==> config.mk <==
export PLATFORM = sky130hd
export DESIGN_NAME = ddpuf_meas_ctrl
export DESIGN_NICKNAME = d
export VERILOG_FILES = /design/src/rtl/ddpuf_pkg.sv /design/src/rtl/ddpuf_vote_acc.sv /design/src/rtl/ddpuf_meas_ctrl.sv
export SDC_FILE = /design/constraint.sdc
export NUM_CORES = 1
export LEC_CHECK = 0
export ABC_AREA = 1
export CAP_MARGIN = 20
export CORE_MARGIN = 4
export CORE_UTILIZATION = 50
export CTS_CLUSTER_SIZE = 25
export DETAILED_ROUTE_END_ITERATION = 10
export PLACE_DENSITY = 0.71
export SLEW_MARGIN = 5
export SYNTH_ARGS = -nofsm -noshare
export SYNTH_HDL_FRONTEND = slang
export SYNTH_HIERARCHICAL = 1
export SYNTH_SLANG_ARGS = --single-unit
==> constraint.sdc <==
create_clock -name SCLK -period 2.5 [get_ports SCLK]
set_input_delay 0.5 -clock SCLK [delete_from_list [all_inputs] [get_ports SCLK]]
set_output_delay 0.5 -clock SCLK [all_outputs]
set_load 0.05 [all_outputs]
==> src/rtl/ddpuf_pkg.sv <==
// Shared types and constants for the DD-PUF measurement sequencer.
package ddpuf_pkg;

    // Default response width; matches the span of the SPI PUF register.
    localparam int PUF_W_DEF  = 128;

    // Cycles spent in SAMPLE; two so the 2-flop synchronizer is flushed.
    localparam int SAMPLE_CYC = 2;

    // Sequencer states.
    typedef enum logic [2:0] {
        ST_IDLE,
        ST_SETTLE,
        ST_SAMPLE,
        ST_GAP,
        ST_DONE
    } meas_state_t;

endpackage

==> src/rtl/ddpuf_vote_acc.sv <==
// Synchronizes the raw cell responses and keeps a per-bit count of ones
// across the measurement rounds; the majority output also counts the bit
// being accumulated this cycle, so the voted word is ready on the same edge
// as the final accumulate.
module ddpuf_vote_acc
    import ddpuf_pkg::*;
#(
    parameter int PUF_W = PUF_W_DEF,
    parameter int VOTES = 3
) (
    input  logic             SCLK,
    input  logic             RST_N,
    input  logic [PUF_W-1:0] resp_async,
    input  logic             clear,
    input  logic             accumulate,
    output logic [PUF_W-1:0] majority
);

    localparam int CW = $clog2(VOTES + 1);

    logic [PUF_W-1:0] sync1;
    logic [PUF_W-1:0] sync2;
    logic [CW-1:0]    ones [PUF_W];

    // Two-flop synchronizer bringing the asynchronous cell outputs into SCLK.
    always_ff @(posedge SCLK or negedge RST_N) begin
        if (!RST_N) begin
            sync1 <= '0;
            sync2 <= '0;
        end else begin
            sync1 <= resp_async;
            sync2 <= sync1;
        end
    end

    // Per-bit ones counters: cleared at measurement start, bumped once per round.
    always_ff @(posedge SCLK or negedge RST_N) begin
        if (!RST_N) begin
            for (int i = 0; i < PUF_W; i++) begin
                ones[i] <= '0;
            end
        end else if (clear) begin
            for (int i = 0; i < PUF_W; i++) begin
                ones[i] <= '0;
            end
        end else if (accumulate) begin
            for (int i = 0; i < PUF_W; i++) begin
                ones[i] <= ones[i] + CW'(sync2[i]);
            end
        end
    end

    // Majority vote including any bit being accumulated in this cycle.
    always_comb begin
        majority = '0;
        for (int i = 0; i < PUF_W; i++) begin
            majority[i] = ((ones[i] + CW'(accumulate & sync2[i])) > CW'(VOTES / 2));
        end
    end

endmodule

==> src/rtl/ddpuf_meas_ctrl.sv <==
// DD-PUF measurement sequencer: on a rising FSM_Start it runs VOTES
// excite/sample rounds on the cell array, majority-votes each response bit
// and returns the result on PUF_Val with the FSM_Complete handshake.
module ddpuf_meas_ctrl
    import ddpuf_pkg::*;
#(
    parameter int PUF_W = PUF_W_DEF,
    parameter int VOTES = 3,
    parameter int GAP   = 4
) (
    input  logic             SCLK,
    input  logic             RST_N,
    input  logic             FSM_Start,
    input  logic [15:0]      Duration,
    output logic             FSM_Complete,
    output logic [PUF_W-1:0] PUF_Val,
    output logic             PUF_EN,
    input  logic [PUF_W-1:0] PUF_RESP,
    output logic             BUSY
);

    localparam int RW = $clog2(VOTES + 1);
    localparam int GW = $clog2(GAP + 1);
    localparam int SW = $clog2(SAMPLE_CYC);

    meas_state_t      state;
    meas_state_t      next_state;
    logic             start_q;
    logic             start_edge;
    logic [15:0]      dur_load;
    logic [15:0]      dur_q;
    logic [15:0]      settle_cnt;
    logic [SW-1:0]    sample_cnt;
    logic [RW-1:0]    round_q;
    logic [GW-1:0]    gap_cnt;
    logic             acc_clear;
    logic             acc_add;
    logic [PUF_W-1:0] vote_bits;

    assign start_edge = FSM_Start & ~start_q;
    assign dur_load   = (Duration == 16'd0) ? 16'd1 : Duration;

    ddpuf_vote_acc #(
        .PUF_W(PUF_W),
        .VOTES(VOTES)
    ) u_vote_acc (
        .SCLK      (SCLK),
        .RST_N     (RST_N),
        .resp_async(PUF_RESP),
        .clear     (acc_clear),
        .accumulate(acc_add),
        .majority  (vote_bits)
    );

    // State register.
    always_ff @(posedge SCLK or negedge RST_N) begin
        if (!RST_N) begin
            state <= ST_IDLE;
        end else begin
            state <= next_state;
        end
    end

    // Next-state decode; dropping FSM_Start anywhere mid-run aborts to IDLE.
    always_comb begin
        next_state = state;
        acc_clear  = 1'b0;
        acc_add    = 1'b0;
        case (state)
            ST_IDLE: begin
                if (start_edge) begin
                    next_state = ST_SETTLE;
                    acc_clear  = 1'b1;
                end
            end
            ST_SETTLE: begin
                if (!FSM_Start) begin
                    next_state = ST_IDLE;
                end else if (settle_cnt == 16'd1) begin
                    next_state = ST_SAMPLE;
                end
            end
            ST_SAMPLE: begin
                if (!FSM_Start) begin
                    next_state = ST_IDLE;
                end else if (sample_cnt == SW'(SAMPLE_CYC - 1)) begin
                    acc_add    = 1'b1;
                    next_state = (round_q == RW'(VOTES - 1)) ? ST_DONE : ST_GAP;
                end
            end
            ST_GAP: begin
                if (!FSM_Start) begin
                    next_state = ST_IDLE;
                end else if (gap_cnt == GW'(1)) begin
                    next_state = ST_SETTLE;
                end
            end
            ST_DONE: begin
                if (!FSM_Start) begin
                    next_state = ST_IDLE;
                end
            end
            default: begin
                next_state = ST_IDLE;
            end
        endcase
    end

    // Edge detector, latched duration and the settle/sample/gap/round counters.
    always_ff @(posedge SCLK or negedge RST_N) begin
        if (!RST_N) begin
            start_q    <= 1'b0;
            dur_q      <= '0;
            settle_cnt <= '0;
            sample_cnt <= '0;
            round_q    <= '0;
            gap_cnt    <= '0;
        end else begin
            start_q <= FSM_Start;
            case (state)
                ST_IDLE: begin
                    if (start_edge) begin
                        dur_q      <= dur_load;
                        settle_cnt <= dur_load;
                        sample_cnt <= '0;
                        round_q    <= '0;
                    end
                end
                ST_SETTLE: begin
                    if (settle_cnt != 16'd1) begin
                        settle_cnt <= settle_cnt - 16'd1;
                    end
                end
                ST_SAMPLE: begin
                    if (acc_add) begin
                        sample_cnt <= '0;
                        round_q    <= round_q + RW'(1);
                        gap_cnt    <= GW'(GAP);
                    end else begin
                        sample_cnt <= sample_cnt + SW'(1);
                    end
                end
                ST_GAP: begin
                    gap_cnt <= gap_cnt - GW'(1);
                    if (gap_cnt == GW'(1)) begin
                        settle_cnt <= dur_q;
                    end
                end
                default: begin
                end
            endcase
        end
    end

    // Registered outputs decoded from the upcoming state; PUF_Val only
    // changes when a full set of rounds completes, so aborts keep the old value.
    always_ff @(posedge SCLK or negedge RST_N) begin
        if (!RST_N) begin
            FSM_Complete <= 1'b0;
            PUF_Val      <= '0;
            PUF_EN       <= 1'b0;
            BUSY         <= 1'b0;
        end else begin
            FSM_Complete <= (next_state == ST_DONE);
            PUF_EN       <= (next_state == ST_SETTLE) || (next_state == ST_SAMPLE);
            BUSY         <= (next_state == ST_SETTLE) || (next_state == ST_SAMPLE) ||
                            (next_state == ST_GAP);
            if ((state == ST_SAMPLE) && (next_state == ST_DONE)) begin
                PUF_Val <= vote_bits;
            end
        end
    end

endmodule

==> results.ini <==
[detailed_routing]
vias_per_cell = 5.367
drt_iter0_drc = 1391
routed_wl_um = 65070
drc = 0
vias = 21910
firstDrtPassIters = 5
post_drt_wl_per_cell_um = 15.94
ant_nets = 0

[floorplanning]
start_util_pct = 50.64
core-area_sq_um = 57810
num_rows = 88
dieArea_sq_um = 62480
die_h_um = 250.0
dieWidth_um = 250.0
io_pins = 278

[hold_path]
hold_path.class = in -> reg
hold_depth = 1

[placed_design]
hpwl_um = 43510
place_inst = 3955
post-place-ws_ps = 144.5
place_area_sq_um = 33280
gp_congestion = 0.8321
placement.io_buffers = 277

[timing]
grt_setup_unrepaired = false
setup_viol = 0
tns_ps = 0
clock-skew-final_ps = 18.29
worstMarginPinSlew_ps = 617.5
holdWs_ps = 334.7
slew_viol_final = 0
period_share_pct = 94.86
final_critical_path_setup_slack_ps = 128.6
slew_headroom_pct = 58.83
hold_viol_final = 0
max_freq_ghz = 0.4217
min_period_ps = 2371

[cells_and_area]
fin_nets = 3546
syn_to_final_growth_pct = 21.64
fin_util_pct = 61.60
stdcell_count = 4083
drive_gt1_share_pct = 9.346
final_cell_area_sq_um = 35610

[global_route]
grt_pass1_vias = 22240
grt_max_degree = 86
overflow = 0
grt_pass1_wl_um = 109000
grt.total_usage_pct = 20.80
antenna_found_initial = 0

[setup_path]
critical_path_depth = 1
cp-end-kind = primary output
reg2reg_depth = 9
cp_max_fo = 2
cp_slowest_cell = clkdlybuf4s50_1
slowest_delay_ps = 840
startpoint_type = register
crit_chain = clkdlybuf4s50_1
critPathKind = reg -> out
path_delay_family = buffers and inverters
arrival_ps = 1870
worst-path-buf-inv = 1
crit_required_ps = 2000

[clock_network]
numCtsBuffers = 73
clk_latency_ps = 600
tritoncts = yes
h-tree-depth = 3
postCtsSetupBuffers = 0
cts_resized = 0
clkTransAtPathRegs_ps = 60
max-clock-path-buffers = 3
clock_sinks = 685
cts_hold_buf = 1
cts-root-buf = clkbuf_16

[power]
ir_worst_vdd_uv = 501.0
total_power_mw = 23.56
power_density_nw_per_um2 = 661.6
leakage_nw = 17.80

[logic_synthesis]
yosysSeqAreaShare_pct = 58.56
yosys_warnings = 6
ys_seq_elements = 685
synth_area_leader_cell = dfrtp_1
syn_nets = 3231
syn_avg_cell_area_sq_um = 9.920
ys_types = 31
synth_cells = 2951
synth_top_area_share_pct = 58.56
syn_area_sq_um = 29270
synth_area_leaders = dfrtp_1, nand2_1, nand3_1

[status]
outcome = completed

[flow_run]
cap_violations = 0

[cell type report]
class	count	area, sq um
multi-input cells	1946	10580
repair buffers	374	3896
diodes	1	2.502
well taps	765	957.2
clock inverters	18	190.2
clock buffers	108	2130
inverters	186	710.7
fillers	4598	22200
flip-flops and latches	685	17140
[worst paths after layout]
kind,slack [ps],startpoint,to
max,130,PUF_Val[94],PUF_Val[94]
min,330,PUF_RESP[84],u_vote_acc/sync1[84]
max reg2reg,400,state[0],PUF_Val[11]
min reg2reg,350,u_vote_acc/sync1[89],u_vote_acc/sync2[89]
max in group asynchronous,1110,RST_N,PUF_Val[77]
min in group asynchronous,470,RST_N,u_vote_acc/sync1[7]
[layer usage]
layer | share of wire [%] | GRT usage (%) | up-vias | wire [um]
met4 | 3.0 | 6.879 | 0 | 1974
met5 | 0 | 0 | - | 0
met3 | 4.4 | 3.606 | 139 | 2842
li1 | - | - | 10460 | -
met1 | 42 | 26.87 | 10800 | 27480
met2 | 50 | 35.89 | 525 | 32770
[cell usage in the layout (no fill, tap or decap), types with 3 or more instances in the layout]
cell             Yosys  routed
a21oi_1            133     133
buf_12               0      31
buf_4               50      65
clkbuf_1             4      19
clkbuf_16            0      74
clkbuf_8             0      15
clkdlybuf4s50_1      0     276
clkinv_2             0       8
clkinv_8             0       3
dfrtp_1            685     685
ha_1               133     133
inv_1              184     182
inv_6                0       4
mux2_1              33      33
mux2_2              95      95
nand2_1            764     764
nand3_1            414     413
nand4_1            133     133
nor2_1             184     183
o21ai_0             39      39
[cells by family (layout without fill, tap and decap cells)]
family,after synthesis,after routing,share of synthesized area [%]
other cells,0,1,0
mux,128,128,4.924
flops,685,685,58.56
buf+inv,320,686,5.364
compound gates,182,182,3.180
fa+ha+maj,133,133,5.685
simple gates,1503,1503,22.29
[flip-flops by register name, indices dropped and copies added (netlist names)]
name and count:
BUSY 1, FSM_Complete 1, PUF_EN 1, PUF_Val 128, dur_q 16, gap_cnt 3
round_q 2, sample_cnt 1, settle_cnt 16, start_q 1, state 3, u_vote_acc/ones 256
u_vote_acc/sync1 128, u_vote_acc/sync2 128
[report_power, final]
part	switching [mW]	leakage [nW]	internal, mW
combinational	0.872	7.76	0.561
clock	4.30	1.14	6.11
sequential	0.269	8.90	11.4
[synthesized netlist by cell type]
| master | count |
|---|---|
| nor2_1 | 184 |
| buf_4 | 50 |
| o21bai_1 | 1 |
| buf_2 | 67 |
| nor2_2 | 1 |
| a22oi_1 | 1 |
| o221ai_1 | 1 |
| or2_2 | 1 |
| mux2_2 | 95 |
| nand3_2 | 1 |
| a31oi_1 | 1 |
| nor3_1 | 2 |
| o21ai_0 | 39 |
| nand2_2 | 1 |
| clkbuf_1 | 4 |
| o31ai_1 | 2 |
| o22ai_1 | 1 |
| nand3_1 | 414 |
| nor3_4 | 1 |
| o21ai_1 | 2 |
| dfrtp_1 | 685 |
| inv_2 | 2 |
| nand3b_1 | 1 |
| ha_1 | 133 |
| buf_6 | 13 |
| a41oi_1 | 1 |
| nand2_1 | 764 |
| inv_1 | 184 |
| mux2_1 | 33 |
| nand4_1 | 133 |
| a21oi_1 | 133 |
No activity file was read; power rests on OpenSTA's default activity.
